[src/rtl/instruction_fetch_prefetcher_pkg.sv]
// ---------------------------------------------------------------------------
// instruction_fetch_prefetcher_pkg
// Shared constants and helpers for the fetch front end and its prefetch FIFO.
// Holds the default bus widths, the PC increment (bytes per instruction), the
// default reset PC and the log2 helper used to size pointers and counters.
// ---------------------------------------------------------------------------
package instruction_fetch_prefetcher_pkg;

    localparam int DEFAULT_DATA_WIDTH   = 32;
    localparam int DEFAULT_ADDRESS_BITS = 32;

    // Bytes per instruction word; this is the sequential PC increment.
    function automatic int numBytes(input int dataWidth);
        return dataWidth / 8;
    endfunction

    localparam int          NUM_BYTES        = numBytes(DEFAULT_DATA_WIDTH);
    localparam logic [31:0] RESET_PC_DEFAULT = 32'h0000_0000;

    // Ceiling log2, valid for value >= 1.
    function automatic int log2(input int value);
        int result;
        result = 0;
        for (int i = 0; i < 31; i++) begin
            if ((1 << i) < value) begin
                result = i + 1;
            end
        end
        return result;
    endfunction

endpackage

[src/rtl/instruction_fetch_prefetcher_if.sv]
// ---------------------------------------------------------------------------
// instruction_fetch_prefetcher_if
// Bundles the memory instruction-port signals, the redirect request and the
// decode handshake of the fetch front end.
//   master : the prefetcher (drives mem_read/mem_address and inst_* outputs)
//   slave  : the environment (memory port, redirect source and decode)
// Signals:
//   mem_read, mem_address            request to the instruction port
//   mem_data, mem_address_returned,
//   mem_valid, mem_ready             response and availability from memory
//   redirect, redirect_pc            flush and restart fetch at a new PC
//   inst_valid, inst, inst_pc        FIFO head presented to decode
//   inst_ready                       decode accepts the head
// ---------------------------------------------------------------------------
interface instruction_fetch_prefetcher_if #(
    parameter int DATA_WIDTH   = 32,
    parameter int ADDRESS_BITS = 32
) ();

    logic                    mem_read;
    logic [ADDRESS_BITS-1:0] mem_address;
    logic [DATA_WIDTH-1:0]   mem_data;
    logic [ADDRESS_BITS-1:0] mem_address_returned;
    logic                    mem_valid;
    logic                    mem_ready;
    logic                    redirect;
    logic [ADDRESS_BITS-1:0] redirect_pc;
    logic                    inst_valid;
    logic [DATA_WIDTH-1:0]   inst;
    logic [ADDRESS_BITS-1:0] inst_pc;
    logic                    inst_ready;

    modport master (
        output mem_read, mem_address,
        input  mem_data, mem_address_returned, mem_valid, mem_ready,
        input  redirect, redirect_pc,
        output inst_valid, inst, inst_pc,
        input  inst_ready
    );

    modport slave (
        input  mem_read, mem_address,
        output mem_data, mem_address_returned, mem_valid, mem_ready,
        output redirect, redirect_pc,
        input  inst_valid, inst, inst_pc,
        output inst_ready
    );

endinterface

[src/rtl/instruction_fetch_prefetcher_fetch_fifo.sv]
// ---------------------------------------------------------------------------
// fetch_fifo
// Small synchronous FIFO holding {instruction, pc} pairs for decode.
// Ports:
//   clk, rst_n  clock and asynchronous active-low reset
//   i_flush     synchronous flush, wins over push and pop
//   i_push      write i_data at the tail
//   i_data      entry to write
//   i_pop       drop the head entry
//   o_data      head entry, zero while the FIFO is empty
//   o_count     number of valid entries
// DEPTH must be a power of two; pointers wrap by masking.
// ---------------------------------------------------------------------------
module fetch_fifo
    import instruction_fetch_prefetcher_pkg::*;
#(
    parameter int DEPTH = 4,
    parameter int WIDTH = 64
) (
    input  logic                   clk,
    input  logic                   rst_n,
    input  logic                   i_flush,
    input  logic                   i_push,
    input  logic [WIDTH-1:0]       i_data,
    input  logic                   i_pop,
    output logic [WIDTH-1:0]       o_data,
    output logic [log2(DEPTH):0]   o_count
);

    localparam int             PTR_W    = log2(DEPTH);
    localparam logic [PTR_W-1:0] PTR_MASK = PTR_W'(DEPTH - 1);

    logic [WIDTH-1:0] r_entries [DEPTH];
    logic [PTR_W-1:0] r_wrPtr;
    logic [PTR_W-1:0] r_rdPtr;
    logic [PTR_W:0]   r_count;

    // Storage, pointers and occupancy. A simultaneous push and pop leaves the
    // count unchanged, which is what lets a full FIFO accept a push while its
    // head is being consumed.
    always_ff @(posedge clk or negedge rst_n) begin
        if (!rst_n) begin
            for (int i = 0; i < DEPTH; i++) begin
                r_entries[i] <= '0;
            end
            r_wrPtr <= '0;
            r_rdPtr <= '0;
            r_count <= '0;
        end else if (i_flush) begin
            r_wrPtr <= '0;
            r_rdPtr <= '0;
            r_count <= '0;
        end else begin
            if (i_push) begin
                r_entries[r_wrPtr] <= i_data;
                r_wrPtr            <= (r_wrPtr + PTR_W'(1)) & PTR_MASK;
            end
            if (i_pop) begin
                r_rdPtr <= (r_rdPtr + PTR_W'(1)) & PTR_MASK;
            end
            if (i_push && !i_pop) begin
                r_count <= r_count + (PTR_W + 1)'(1);
            end else if (!i_push && i_pop) begin
                r_count <= r_count - (PTR_W + 1)'(1);
            end
        end
    end

    // Empty FIFO presents zeros instead of stale entries.
    assign o_data  = (r_count != '0) ? r_entries[r_rdPtr] : '0;
    assign o_count = r_count;

endmodule

[src/rtl/instruction_fetch_prefetcher.sv]
// ---------------------------------------------------------------------------
// instruction_fetch_prefetcher
// Fetch front end ahead of the BRAM instruction port. Generates sequential
// fetch addresses, issues one-cycle-latency reads, buffers the responses in a
// prefetch FIFO and hands them to decode over a valid/ready handshake.
// A redirect flushes buffered and in-flight instructions and restarts fetch.
// Ports:
//   clock  rising-edge clock
//   reset  asynchronous, active-low
//   bus    instruction_fetch_prefetcher_if master modport (memory request and
//          response, redirect, decode handshake)
// ---------------------------------------------------------------------------
module instruction_fetch_prefetcher
    import instruction_fetch_prefetcher_pkg::*;
#(
    parameter int                      DATA_WIDTH   = DEFAULT_DATA_WIDTH,
    parameter int                      ADDRESS_BITS = DEFAULT_ADDRESS_BITS,
    parameter logic [ADDRESS_BITS-1:0] RESET_PC     = ADDRESS_BITS'(RESET_PC_DEFAULT),
    parameter int                      FIFO_DEPTH   = 4
) (
    input  logic                           clock,
    input  logic                           reset,
    instruction_fetch_prefetcher_if.master bus
);

    localparam int PC_STEP = numBytes(DATA_WIDTH);
    localparam int COUNT_W = log2(FIFO_DEPTH) + 1;
    localparam int OCC_W   = COUNT_W + 2;
    localparam int ENTRY_W = DATA_WIDTH + ADDRESS_BITS;

    logic                    r_memRead;
    logic [ADDRESS_BITS-1:0] r_memAddress;
    logic [ADDRESS_BITS-1:0] r_fetchPc;
    logic                    r_discard;

    logic                    w_acceptNow;
    logic                    w_pop;
    logic                    w_issue;
    logic [OCC_W-1:0]        w_occupancy;
    logic [ADDRESS_BITS-1:0] w_alignedRedirectPc;
    logic [COUNT_W-1:0]      w_count;
    logic [ENTRY_W-1:0]      w_head;

    // Issue/accept decisions. The occupancy bound counts the response being
    // accepted now and the request already outstanding, and deliberately
    // ignores a same-cycle pop, so an accepted response always finds room.
    always_comb begin
        w_acceptNow         = bus.mem_valid && !r_discard && !bus.redirect;
        w_pop               = (w_count != '0) && bus.inst_ready && !bus.redirect;
        w_occupancy         = OCC_W'(w_count) + OCC_W'(w_acceptNow)
                            + OCC_W'(r_memRead) + OCC_W'(1);
        w_issue             = !bus.redirect && bus.mem_ready
                            && (w_occupancy <= OCC_W'(FIFO_DEPTH));
        w_alignedRedirectPc = bus.redirect_pc & ~ADDRESS_BITS'(PC_STEP - 1);
    end

    // Request registers, fetch PC and the discard flag. On redirect the
    // outstanding request (if any) is marked for discard so its response,
    // arriving next cycle, never reaches the FIFO.
    always_ff @(posedge clock or negedge reset) begin
        if (!reset) begin
            r_memRead    <= 1'b0;
            r_memAddress <= RESET_PC;
            r_fetchPc    <= RESET_PC;
            r_discard    <= 1'b0;
        end else begin
            r_memRead <= w_issue;
            r_discard <= bus.redirect && r_memRead;
            if (bus.redirect) begin
                r_fetchPc <= w_alignedRedirectPc;
            end else if (w_issue) begin
                r_memAddress <= r_fetchPc;
                r_fetchPc    <= r_fetchPc + ADDRESS_BITS'(PC_STEP);
            end
        end
    end

    fetch_fifo #(
        .DEPTH (FIFO_DEPTH),
        .WIDTH (ENTRY_W)
    ) u_fetchFifo (
        .clk     (clock),
        .rst_n   (reset),
        .i_flush (bus.redirect),
        .i_push  (w_acceptNow),
        .i_data  ({bus.mem_data, bus.mem_address_returned}),
        .i_pop   (w_pop),
        .o_data  (w_head),
        .o_count (w_count)
    );

    assign bus.mem_read    = r_memRead;
    assign bus.mem_address = r_memAddress;
    assign bus.inst_valid  = (w_count != '0);
    assign bus.inst        = w_head[ENTRY_W-1 -: DATA_WIDTH];
    assign bus.inst_pc     = w_head[ADDRESS_BITS-1:0];

endmodule

[src/flat_wrapper.sv]
// flat-port wrapper written by rule: the top's interface ports become plain ports
module instruction_fetch_prefetcher_flat import instruction_fetch_prefetcher_pkg::*;
#(
    parameter int                      DATA_WIDTH   = DEFAULT_DATA_WIDTH,
    parameter int                      ADDRESS_BITS = DEFAULT_ADDRESS_BITS,
    parameter logic [ADDRESS_BITS-1:0] RESET_PC     = ADDRESS_BITS'(RESET_PC_DEFAULT),
    parameter int                      FIFO_DEPTH   = 4
)
  (clock, reset, bus_mem_read, bus_mem_address, bus_mem_data, bus_mem_address_returned, bus_mem_valid, bus_mem_ready, bus_redirect, bus_redirect_pc, bus_inst_valid, bus_inst, bus_inst_pc, bus_inst_ready);
  instruction_fetch_prefetcher_if #(.DATA_WIDTH(DATA_WIDTH), .ADDRESS_BITS(ADDRESS_BITS)) bus_i ();
  input  logic clock;
  input  logic reset;
  output wire logic [$bits(bus_i.mem_read)-1:0] bus_mem_read;
  output wire logic [$bits(bus_i.mem_address)-1:0] bus_mem_address;
  input wire logic [$bits(bus_i.mem_data)-1:0] bus_mem_data;
  input wire logic [$bits(bus_i.mem_address_returned)-1:0] bus_mem_address_returned;
  input wire logic [$bits(bus_i.mem_valid)-1:0] bus_mem_valid;
  input wire logic [$bits(bus_i.mem_ready)-1:0] bus_mem_ready;
  input wire logic [$bits(bus_i.redirect)-1:0] bus_redirect;
  input wire logic [$bits(bus_i.redirect_pc)-1:0] bus_redirect_pc;
  output wire logic [$bits(bus_i.inst_valid)-1:0] bus_inst_valid;
  output wire logic [$bits(bus_i.inst)-1:0] bus_inst;
  output wire logic [$bits(bus_i.inst_pc)-1:0] bus_inst_pc;
  input wire logic [$bits(bus_i.inst_ready)-1:0] bus_inst_ready;
  assign bus_mem_read = bus_i.mem_read;
  assign bus_mem_address = bus_i.mem_address;
  assign bus_i.mem_data = bus_mem_data;
  assign bus_i.mem_address_returned = bus_mem_address_returned;
  assign bus_i.mem_valid = bus_mem_valid;
  assign bus_i.mem_ready = bus_mem_ready;
  assign bus_i.redirect = bus_redirect;
  assign bus_i.redirect_pc = bus_redirect_pc;
  assign bus_inst_valid = bus_i.inst_valid;
  assign bus_inst = bus_i.inst;
  assign bus_inst_pc = bus_i.inst_pc;
  assign bus_i.inst_ready = bus_inst_ready;
  instruction_fetch_prefetcher #(.DATA_WIDTH(DATA_WIDTH), .ADDRESS_BITS(ADDRESS_BITS), .RESET_PC(RESET_PC), .FIFO_DEPTH(FIFO_DEPTH)) u_core (.clock(clock), .reset(reset), .bus(bus_i));
endmodule
[config.mk]
export PLATFORM = sky130hd
export DESIGN_NAME = instruction_fetch_prefetcher_flat
export DESIGN_NICKNAME = d
export VERILOG_FILES = /design/src/rtl/instruction_fetch_prefetcher_pkg.sv /design/src/rtl/instruction_fetch_prefetcher_if.sv /design/src/rtl/instruction_fetch_prefetcher_fetch_fifo.sv /design/src/rtl/instruction_fetch_prefetcher.sv /design/src/flat_wrapper.sv
export SDC_FILE = /design/constraint.sdc
export NUM_CORES = 1
export LEC_CHECK = 0
export CAP_MARGIN = 20
export CORE_MARGIN = 2
export CORE_UTILIZATION = 35
export DETAILED_ROUTE_END_ITERATION = 6
export PLACE_DENSITY = 0.66
export SLEW_MARGIN = 10
export SYNTH_ARGS = -nofsm -noshare
export SYNTH_HDL_FRONTEND = slang
export SYNTH_SLANG_ARGS = --single-unit
[constraint.sdc]
create_clock -name clock -period 4.5 [get_ports clock]
set_input_delay 0.9 -clock clock [delete_from_list [all_inputs] [get_ports clock]]
set_output_delay 0.9 -clock clock [all_outputs]
set_load 0.05 [all_outputs]
==> results of run 1 <==
where the power goes:
group          switching, W  internal (W)  total (W)
Clock               0.00122       0.00174    0.00296
Combinational       0.00353       0.00291    0.00644
Sequential         0.000650       0.00400    0.00465
per-stage QoR:
stage          instances  worst slack (ns)  util, %  power, W
2_1_floorplan       1043            0.2932        -  0.009076
3_3_place_gp        1734            0.2550    42.12   0.01109
3_5_place_dp        1734            0.1572    42.12   0.01124
4_1_cts             1802            0.4387    44.96   0.01427
5_1_grt             1803            0.3792    44.98   0.01481
6_report            1804            0.5663    44.99   0.01405
routing by layer:
layer	up-vias	GRT usage [%]	routed length (µm)	part of all wire, %
met2	226	25.94	16440	47
met1	4840	21.57	15950	45
li1	4212	-	-	-
met5	-	0	34	0.097
met3	48	5.040	2167	6.2
met4	4	3.643	544	1.5
worst register-to-register path: stages (launching register included):
cell	delay, ns
dfrtp_1	0.37
nor2b_1	0.13
and2_1	0.16
ha_1	0.23
inv_1	0.06
ha_1	0.15
inv_1	0.05
ha_1	0.20
xor3_1	0.24
a21oi_2	0.22
o21ai_1	0.18
buf_4	0.23
or4_2	0.62
a31oi_1	0.21
state kept, by name, summed over array words and instances, names as in the netlist:
register and flops:
u_core.u_fetchFifo.r_entries 256, u_core.bus.mem_address 30, u_core.r_fetchPc 30, u_core.u_fetchFifo.o_count 3
u_core.u_fetchFifo.r_rdPtr 2, u_core.u_fetchFifo.r_wrPtr 2, u_core.bus.mem_read 1, u_core.r_discard 1
cells by family (layout without fill, tap and decap cells):
family	after synthesis	in the layout
and+or+nand+nor	189	189
adders and majority gates	10	10
DFF	325	325
other	1	3
xor gates and xnor gates	17	17
muxes	352	352
buffers and inverters	82	303
AOI/OAI and AO/OA	66	66
layout make-up:
class	count	area, µm²
tap	539	674.4
timing repair buffer	224	2325
multi-input combinational	636	6533
inverter	11	41.29
antenna	1	2.502
clock inverter	12	107.6
fill	3797	23130
clock buffer	56	1089
sequential	325	8140
worst min-delay path by stage:
stage | end | slack [ns] | cells past startpoint
final | u_core.u_fetchFifo.r_entries[101] | 0.50 | 1
after global routing | u_core.u_fetchFifo.r_entries[89] | 0.51 | 1
after CTS | u_core.u_fetchFifo.r_entries[125] | 0.50 | 1
after detailed placement | u_core.u_fetchFifo.r_entries[125] | 0.49 | 1
after global placement | u_core.u_fetchFifo.r_entries[101] | 0.48 | 1
after floorplan | u_core.u_fetchFifo.r_entries[127] | 0.48 | 1
cells in the mapped netlist, types with 2 or more instances:
cell / n / area, µm²
a21oi_1: 4 / 20.02
a31oi_1: 17 / 106.4
and2_1: 68 / 425.4
and3_1: 6 / 37.54
buf_1: 9 / 33.78
buf_2: 4 / 20.02
buf_4: 3 / 22.52
clkbuf_1: 54 / 202.7
dfrtp_1: 325 / 8133
ha_1: 9 / 112.6
inv_1: 11 / 41.29
mux2_2: 287 / 3232
mux4_2: 64 / 1441
nand2_1: 24 / 90.09
nand2b_1: 3 / 18.77
nand3_1: 12 / 60.06
nand3b_1: 2 / 15.01
nand4_1: 7 / 43.79
nor2_1: 30 / 112.6
nor2b_1: 3 / 18.77
nor3_1: 3 / 15.01
nor4_1: 4 / 25.02
o2111ai_1: 3 / 26.28
o211ai_1: 2 / 15.01
o21ai_0: 13 / 65.06
o21ai_1: 2 / 10.01
o31a_1: 2 / 17.52
o31ai_1: 16 / 120.1
or3_1: 5 / 31.28
or4_1: 14 / 105.1
xnor2_1: 8 / 70.07
xor2_1: 8 / 70.07
==> metrics.md, run 1 <==
| Metric | Value |
|---|---|
| Placed cell area | `roughly 18000 µm²` |
| Slew margin rel. | `around a third` |
| Post-synthesis compound-gate area fraction | `2.943%` |
| Setup violations, final | `0` |
| Fin Clk Skew | `a little over 0.009 ns` |
| Post-Synth XOR/XNOR Area | `1.095%` |
| Total number of vias | `9330` |
| Combinational family with the most area after synthesis | `multiplexers` |
| Total clock sinks | `between 300 and 400` |
| Die area | `between 40000 and 50000 µm²` |
| DR WL/cell | `about 19 µm` |
| Final instance area | `between 15000 and 20000 µm²` |
| Worst R2R Path Depth | `13` |
| Setup slack, reg-to-reg | `between 1 and 1.5 ns` |
| Synth Area per Inst | `14.36 µm²` |
| Layout cells sized above 1 | `a little over a third` |
| Final HPWL DP | `about 22000 µm` |
| # DRC | `0` |
| Nets | `about 1300` |
| Synthesized area | `between 10000 and 15000 µm²` |
| Setup TNS | `0 ns` |
| Post-synthesis sequential area ratio | `~54%` |
| Unique cell type count in the Yosys netlist | `52` |
| Htree depth | `2` |
| Total grt overflow | `0` |
| Hold Slack | `around 0.50 ns` |
| Clock Tree Root | `clkbuf_16` |
| Vias per cell | `between 5 and 6` |
| Yosys reg bits | `about 330` |
| WS Path Type | `reg -> out` |
| Io pins | `200` |
| LEAKAGE | `7.744 nW` |
| Max-cap violations | `0` |
| First-pass GRT wire length | `~56000 µm` |
| Status | `finished clean` |
| Tcrit/Tclk final | `~87%` |
| CP peak stage delay | `0.75 ns` |
| CP cell instances | `buf_4 > mux4_2 > and2_1 > clkdlybuf4s50_1` |
| Mux contribution to synthesized area | `31.29%` |
| Worst Path Required | `~3.6 ns` |
| Worst slew pin tran | `about 1 ns` |
| CTS Buf Count | `38` |
| Post-layout minimum cycle time | `between 3 and 4 ns` |
| Chip Width | `~210 µm` |
| IO buf count | `roughly 200` |
| Hold Startpoint | `u_core.u_fetchFifo.r_entries[101]` |
| GP Congestion | `approximately 0.82` |
| Placeable Area | `between 40000 and 50000 µm²` |
| P&R area growth vs syn | `26.37%` |
| Commonest non-fill, non-tap cell in the layout | `dfrtp_1` |
| Pwr dens | `743.1 nW/µm²` |
| Buf/Inv on CP | `2` |
| Mapped Cells | `1042` |
| Clock Tree Buf Depth | `3` |
| Maximum net fanout on the critical path | `22` |
| Post-CTS Resized | `0` |
| DIE HEIGHT | `210.8 µm` |
| Violation count after the first detailed-routing iteration | `about 440` |
| Effective utilization at floorplan | `35.60%` |
| Worst hold path type | `reg -> reg` |
| Number of routed nets with antenna violations | `0` |
| End of the critical path | `bus_inst[26]` |
| Worst setup SP type | `register` |
| CP max-delay cell | `dfrtp_4` |
| Slew Limit Fails | `0` |
| Reg2reg end | `u_core.r_fetchPc[7]` |
| CP Capture Type | `primary output` |
| TritonRoute pass-1 iters | `4` |
| Post-CTS Setup Repair Bufs | `0` |
| Worst VDD drop | `between 0.4 and 0.5 mV` |
| Total track usage | `between 15 and 20%` |
| Fin. Hold Viols | `0` |
| Ys async rst share | `100.0%` |
| Synth warn | `0` |
| Clock transition at the registers of the reported paths | `roughly 0.060 ns` |
| Largest net degree at the start of global routing | `132` |
| Simple-Gate Fraction of Synth Area | `a little over 7%` |
| Adder-Cell Fraction of Synth Area | `less than 1%` |
| RSZ-0062 raised after global routing | `no` |
| Total Wirelength | `around 35000 µm` |
| Hold_buf cts | `0` |
| Vias in the first global route | `10080` |
| Crit. path cell count | `4` |
| Initial antenna violation count | `2` |
| Most frequent cells in the layout | `dfrtp_1 (323), mux2_2 (287), clkdlybuf4s50_1 (194), and2_1 (68), mux4_2 (64)` |
| Main synth FF type | `dfrtp_1` |
| Crit path max-delay family | `buffers and inverters` |
| Arrival @ worst endpoint | `3.03 ns` |
| Reg-to-Reg Start | `u_core.r_discard` |
| Peak Freq | `0.2542 GHz` |
| Number of flops mapped to enable cells by yosys | `0` |
| Cell row count | `75` |
| CTS tree | `yes` |
| Worst-skew pair later-pin latency | `0.54 ns` |
| Worst setup path start | `u_core.u_fetchFifo.r_rdPtr[0]` |
No activity file was read; power rests on OpenSTA's default activity.
==> run 2, diff against run 1 <==
--- a/config.mk
+++ b/config.mk
@@ -10,6 +10,7 @@
 export CORE_UTILIZATION = 35
 export DETAILED_ROUTE_END_ITERATION = 6
 export PLACE_DENSITY = 0.66
+export SKIP_CTS_REPAIR_TIMING = 1
 export SLEW_MARGIN = 10
 export SYNTH_ARGS = -nofsm -noshare
 export SYNTH_HDL_FRONTEND = slang
==> results of run 2 <==
The final DEF is identical to that of run 1; final timing and power are the same.
